`config.mk`:
```
export PLATFORM = sky130hd
export DESIGN_NAME = inst_sequencer
export DESIGN_NICKNAME = d
export VERILOG_FILES = /design/src/rtl/hypercorex_inst_pkg.sv /design/src/rtl/inst_loop_ctr.sv /design/src/rtl/inst_sequencer.sv
export SDC_FILE = /design/constraint.sdc
export NUM_CORES = 1
export LEC_CHECK = 0
export ABC_AREA = 1
export BUFFER_PORTS_ARGS = -buffer_cell sky130_fd_sc_hd__buf_2
export CORE_MARGIN = 10
export CORE_UTILIZATION = 37
export DETAILED_ROUTE_END_ITERATION = 12
export PLACE_DENSITY = 0.74
export SLEW_MARGIN = 20
export SYNTH_ARGS = -nofsm -noshare
export SYNTH_HDL_FRONTEND = slang
export SYNTH_SLANG_ARGS = --single-unit
export TNS_END_PERCENT = 100
```
`constraint.sdc`:
```
create_clock -name clk_i -period 1.4 [get_ports clk_i]
set_input_delay 0.14 -clock clk_i [delete_from_list [all_inputs] [get_ports clk_i]]
set_output_delay 0.14 -clock clk_i [all_outputs]
set_load 0.01 [all_outputs]
```
`src/rtl/hypercorex_inst_pkg.sv`:
```
// Shared types for the HDC instruction path: sequencer states and loop-level count.
package hypercorex_inst_pkg;

    typedef enum logic [1:0] {
        IDLE  = 2'd0,
        RUN   = 2'd1,
        DRAIN = 2'd2
    } inst_seq_state_e;

    localparam int unsigned INST_SEQ_NUM_LOOPS = 32'd2;

endpackage

```
`src/rtl/inst_loop_ctr.sv`:
```
// One hardware-loop level: iteration counter, back-edge decision and carry to the next level.
// `wrap` is the carry: the step passes through this level without branching.
module inst_loop_ctr #(
    parameter int unsigned AddrWidth    = 7,
    parameter int unsigned LoopCntWidth = 10
) (
    input  logic                    clk_i,
    input  logic                    rst_i,
    input  logic [AddrWidth-1:0]    pc,
    input  logic [AddrWidth-1:0]    start_addr,
    input  logic [AddrWidth-1:0]    end_addr,
    input  logic [LoopCntWidth-1:0] count,
    input  logic                    step,
    input  logic                    clear,
    output logic                    take_branch,
    output logic                    wrap,
    output logic [AddrWidth-1:0]    target
);

    logic [LoopCntWidth-1:0] cnt_r;
    logic [LoopCntWidth:0]   cnt_inc_s;
    logic                    at_end_s;
    logic                    more_s;

    // Extra MSB keeps count = 0 and count = 1 both meaning a single pass.
    assign cnt_inc_s   = {1'b0, cnt_r} + {{LoopCntWidth{1'b0}}, 1'b1};
    assign at_end_s    = (pc == end_addr);
    assign more_s      = (cnt_inc_s < {1'b0, count});
    assign take_branch = step & at_end_s & more_s;
    assign wrap        = step & ~(at_end_s & more_s);
    assign target      = start_addr;

    // Iteration counter: bumps on a taken back-edge, returns to zero when the level exits.
    always_ff @(posedge clk_i or posedge rst_i) begin
        if (rst_i) begin
            cnt_r <= '0;
        end else if (clear) begin
            cnt_r <= '0;
        end else if (take_branch) begin
            cnt_r <= cnt_inc_s[LoopCntWidth-1:0];
        end else if (step & at_end_s) begin
            cnt_r <= '0;
        end else begin
            cnt_r <= cnt_r;
        end
    end

endmodule

```
`src/rtl/inst_sequencer.sv`:
```
// Instruction fetch sequencer: walks the PC, fetches from sync imem, presents one word per cycle via a skid slot.
// Hardware loops are built only when INST_SEQ_LOOPS_EN is defined; otherwise the PC runs 0 .. prog_end.
module inst_sequencer
    import hypercorex_inst_pkg::*;
#(
    parameter int unsigned InstWidth    = 32,
    parameter int unsigned InstMemDepth = 128,
    parameter int unsigned LoopCntWidth = 10,
    parameter int unsigned NumLoops     = INST_SEQ_NUM_LOOPS,
    parameter int unsigned AddrWidth    = $clog2(InstMemDepth)
) (
    input  logic                             clk_i,
    input  logic                             rst_i,
    input  logic                             start_i,
    input  logic                             stop_i,
    input  logic [AddrWidth-1:0]             prog_end_addr_i,
    input  logic [NumLoops*AddrWidth-1:0]    loop_start_addr_i,
    input  logic [NumLoops*AddrWidth-1:0]    loop_end_addr_i,
    input  logic [NumLoops*LoopCntWidth-1:0] loop_count_i,
    output logic                             busy_o,
    output logic                             done_o,
    output logic                             imem_ren_o,
    output logic [AddrWidth-1:0]             imem_addr_o,
    input  logic [InstWidth-1:0]             imem_rdata_i,
    input  logic                             stall_i,
    output logic [InstWidth-1:0]             inst_code_o,
    output logic                             inst_valid_o,
    output logic                             inst_en_o
);

    inst_seq_state_e      state_r, state_n_s;
    logic [AddrWidth-1:0] pc_r, pc_n_s, prog_end_r, branch_pc_s;
    logic                 rvalid_r, skid_full_r;
    logic [InstWidth-1:0] skid_r;
    logic                 start_s, issue_s, at_prog_end_s, take_any_s, fall_s;

    function automatic logic [AddrWidth-1:0] pc_inc(input logic [AddrWidth-1:0] pc);
        if (pc == AddrWidth'(InstMemDepth - 1)) begin
            return '0;
        end else begin
            return pc + AddrWidth'(1);
        end
    endfunction

    // Abort outranks both a new start and a read issue.
    assign start_s       = (state_r == IDLE) & start_i & ~stop_i;
    assign issue_s       = (state_r == RUN) & ~stall_i & ~stop_i;
    assign at_prog_end_s = (pc_r == prog_end_r);

`ifdef INST_SEQ_LOOPS_EN
    logic [NumLoops*AddrWidth-1:0]    loop_start_r, loop_end_r;
    logic [NumLoops*LoopCntWidth-1:0] loop_count_r;
    logic [NumLoops:0]                step_s;
    logic [NumLoops-1:0]              take_s;
    logic [AddrWidth-1:0]             target_s [NumLoops];

    // Loop bounds are captured at start so later CSR writes cannot disturb a running program.
    always_ff @(posedge clk_i or posedge rst_i) begin
        if (rst_i) begin
            loop_start_r <= '0;
            loop_end_r   <= '0;
            loop_count_r <= '0;
        end else if (start_s) begin
            loop_start_r <= loop_start_addr_i;
            loop_end_r   <= loop_end_addr_i;
            loop_count_r <= loop_count_i;
        end else begin
            loop_start_r <= loop_start_r;
            loop_end_r   <= loop_end_r;
            loop_count_r <= loop_count_r;
        end
    end

    assign step_s[0] = issue_s;

    for (genvar i = 0; i < NumLoops; i++) begin : g_loop
        inst_loop_ctr #(
            .AddrWidth    (AddrWidth),
            .LoopCntWidth (LoopCntWidth)
        ) u_loop_ctr (
            .clk_i       (clk_i),
            .rst_i       (rst_i),
            .pc          (pc_r),
            .start_addr  (loop_start_r[i*AddrWidth +: AddrWidth]),
            .end_addr    (loop_end_r[i*AddrWidth +: AddrWidth]),
            .count       (loop_count_r[i*LoopCntWidth +: LoopCntWidth]),
            .step        (step_s[i]),
            .clear       (start_s | stop_i),
            .take_branch (take_s[i]),
            .wrap        (step_s[i+1]),
            .target      (target_s[i])
        );
    end

    // Branch target select; the carry chain lets at most one level branch per issue.
    always_comb begin
        branch_pc_s = '0;
        for (int i = NumLoops - 1; i >= 0; i--) begin
            branch_pc_s = take_s[i] ? target_s[i] : branch_pc_s;
        end
    end

    assign take_any_s = |take_s;
    assign fall_s     = step_s[NumLoops];
`else
    logic loops_unused_s;
    assign loops_unused_s = ^{loop_start_addr_i, loop_end_addr_i, loop_count_i};
    assign branch_pc_s    = '0;
    assign take_any_s     = 1'b0;
    assign fall_s         = issue_s;
`endif

    // Next-PC: loop back-edges first, then stop at the program end, else linear advance.
    always_comb begin
        pc_n_s = pc_r;
        if (start_s) begin
            pc_n_s = '0;
        end else if (take_any_s) begin
            pc_n_s = branch_pc_s;
        end else if (fall_s & ~at_prog_end_s) begin
            pc_n_s = pc_inc(pc_r);
        end else begin
            pc_n_s = pc_r;
        end
    end

    // Sequencer FSM next state.
    always_comb begin
        state_n_s = state_r;
        if (stop_i) begin
            state_n_s = IDLE;
        end else begin
            case (state_r)
                IDLE:    state_n_s = start_i ? RUN : IDLE;
                RUN:     state_n_s = (fall_s & at_prog_end_s) ? DRAIN : RUN;
                DRAIN:   state_n_s = inst_en_o ? IDLE : DRAIN;
                default: state_n_s = IDLE;
            endcase
        end
    end

    // State, PC, program end and read-valid pipeline.
    always_ff @(posedge clk_i or posedge rst_i) begin
        if (rst_i) begin
            state_r    <= IDLE;
            pc_r       <= '0;
            prog_end_r <= '0;
            rvalid_r   <= 1'b0;
        end else begin
            state_r    <= state_n_s;
            pc_r       <= pc_n_s;
            prog_end_r <= start_s ? prog_end_addr_i : prog_end_r;
            rvalid_r   <= issue_s;
        end
    end

    // Skid slot: parks the returning word while the consumer stalls.
    always_ff @(posedge clk_i or posedge rst_i) begin
        if (rst_i) begin
            skid_full_r <= 1'b0;
            skid_r      <= '0;
        end else if (start_s | stop_i) begin
            skid_full_r <= 1'b0;
            skid_r      <= '0;
        end else if (rvalid_r & stall_i) begin
            skid_full_r <= 1'b1;
            skid_r      <= imem_rdata_i;
        end else if (skid_full_r & ~stall_i) begin
            skid_full_r <= 1'b0;
            skid_r      <= skid_r;
        end else begin
            skid_full_r <= skid_full_r;
            skid_r      <= skid_r;
        end
    end

    assign busy_o       = (state_r != IDLE);
    assign imem_ren_o   = issue_s;
    assign imem_addr_o  = pc_r;
    assign inst_valid_o = skid_full_r | rvalid_r;
    assign inst_code_o  = skid_full_r ? skid_r : imem_rdata_i;
    assign inst_en_o    = inst_valid_o & ~stall_i;
    assign done_o       = (state_r == DRAIN) & inst_en_o & ~stop_i;

endmodule

```
==> flow_summary.toml <==
[power_and_ir_drop]
p_per_area_nw_per_um2 = 861
ir_worst_vdd_uv = 513
power_leakage_nw = 1.99

[placed_design]
hpwlAfterDp_mm = 5.62
place.gp.congestion = 0.877
port_buffers = 87
pre_cts_slack_ps = 24.7
place_area_um2 = 3490
placed_cells = 555

[route]
drt_iter0_drc = 154
wirelength_mm = 7.87
ant_nets = 0
firstDrtPassIters = 5
drc = 0
avgRoutedWirePerCell_um = 13.7
vias = 2799
avgViaCountPerCell = 4.87

[timing]
worst_slack_ps = -48.9
hold_violations = 0
setup_viol = 19
skew_ps = 6.90
hold-worst-slack_ps = 46.3
fin_crit_sh_pct = 103
rsz0062_at_grt = "true"
fmax_ghz = 0.690
worstMarginPinSlew_ps = 356
slew_headroom_pct = 76.2
slew_violations = 0
post-route-min-period_ps = 1450

[clocking]
htreeDepth = 2
clkLatencyLatePin_ps = 300
cts_max_path_buffers = 2
numClockSinks = 50
numCtsBuffers = 5
cts_tree = "done"
clk_pin_slew_ps = 90
root_buffer = "clkbuf_8"

[synthesis]
syn_inst = 368
synth_edf_count = 0
yosysMostFrequentCell = "nand2_1"
synth_cell_type_count = 22
ys_seq_area_share_pct = 44.1
yosys.area.top_type_share_pct = 44.1
async_flop_share_pct = 100
netlist_area_um2 = 2840
synth-seq-cells = 50
synth_area_leaders = "dfrtp_1 44%, nand2_1 12%, o21ai_2 9.3%, nand3_1 9.0%, o21ai_0 7.1%"
synthTopCellsByCount = "88 x nand2_1, 53 x inv_1, 51 x nand3_1"
yosys.area.top_type = "dfrtp_1"
ys_warn_count = 0
syn_nets = 461
synthFlopType = "dfrtp_1"
postSynthAreaPerCell_um2 = 7.70

[floorplanning]
ios = 136
die_y_um = 108
start_util_pct = 38.5
die_area_um2 = 11600
placementRows = 31
core_um2 = 7370
fp.dieW_um = 108

[hold_path]
hold_path.class = "in2reg"

[finish]
syn_to_final_growth_pct = 35.8
fillCellCount = 677
num-nets-final = 568
n_antenna_cell = 0
multi_input_area_um2 = 1380
drive_gt1_share_pct = 43.7
fin_area_um2 = 3850
seq_area_um2 = 1260
stdcell_count = 575

[critical_path]
worst_ep_required_time_ps = 1260
cp_max_fo = 32
end_kind = "output pin"
cp.arrival_ps = 1310
critPathLaunchType = "flip-flop"
crit_type = "reg2out"

[global_route]
grt_pass1_vias = 2744
grt_pass1_wl_mm = 12.5
antenna_found_initial = 0
overflow = 0
gr-usage-all-layers_pct = 12.7
grt_max_degree = 65

[run_status]
violations = "setup timing"
status = "complete, but fails checks"

[flow_run]
maxCapViolations = 0
-- cell usage in the layout, fill, tap and decap left out, drive strengths merged --
cell and count:
buf 118, nand2 89, o21ai 70, inv 54, nand3 52, dfrtp 50
nor2 18, nand4 6, clkbuf 6, xor2 2, clkinv 2, xnor2 2
clkinvlp 1, o21bai 1, nor3 1, a21oi 1, ha 1, bufinv 1
dlygate4sd3 1
-- worst max-delay path, stage by stage, from the launching register on --
cell and delay [ps]:
dfrtp_2 460, clkbuf_16 210, o21ai_1 180, buf_2 160
-- through the flow --
stage,power [mW],util (%),setup TNS (ps)
2_1_floorplan,1.96,-,0
3_3_place_gp,2.22,47.4,0
3_5_place_dp,2.24,47.4,0
4_1_cts,3.26,49.6,-387
5_1_grt,3.50,52.3,-2820
6_report,3.31,52.3,-432
-- power breakdown --
part,internal [mW],switching [mW],leakage [nW]
clock network,0.526,0.469,0.0579
logic,0.307,0.439,1.26
registers,1.51,0.0625,0.674
-- area by class of cell --
class	count	share of cell area, %
clock inverters	3	1.04
clock buffers	5	1.79
well taps	99	3.22
multi-input cells	243	35.7
inverters	55	5.46
flip-flops and latches	50	32.7
repair buffers	120	20.1
-- routing by layer --
metal | track usage (%) | routed length [um]
met5 | 0 | 0
met4 | 2.58 | 62
met3 | 4.37 | 650
met2 | 21.5 | 3930
met1 | 15.4 | 3230
-- cells by family (layout without fill, tap and decap cells) --
family / count (synthesis) / after routing / share of synthesized area, %
xor+xnor: 4 / 4 / 1.24
buf+inv: 75 / 183 / 11.1
flops: 50 / 50 / 44.1
simple gates: 166 / 166 / 25.9
fa+ha+maj: 1 / 1 / 0.441
compound gates: 72 / 72 / 17.2
-- flip-flops by register name, indices dropped and copies added (netlist names) --
name,count
rvalid_r,1
prog_end_r,7
imem_addr_o,7
skid_full_r,1
skid_r,32
state_r,2
-- final timing paths --
check	from	endpoint	slack, ps	depth (start not counted)
min reg2reg	skid_r[4]$_DFFE_PP0P_	skid_r[4]$_DFFE_PP0P_	520	2
max reg2reg	state_r[1]$_DFF_PP0_	imem_addr_o[4]$_DFFE_PP0P_	40	8
min in group asynchronous	rst_i	prog_end_r[0]$_DFFE_PP0N_	340	3
min	prog_end_addr_i[0]	prog_end_r[0]$_DFFE_PP0N_	50	3
max	skid_full_r$_DFFE_PP0P_	inst_code_o[14]	-50	3
max in group asynchronous	rst_i	skid_r[2]$_DFFE_PP0P_	450	4
-- timing repair --
action	CTS	global route
pin swaps	2	11
hold buffers	1	0
buffers inserted	4	6
gates resized for setup	10	58
gates cloned	0	1
endpoints found under the setup margin	24	49
endpoints found under the hold margin	12	0
Power figures use the tool's default switching activity.
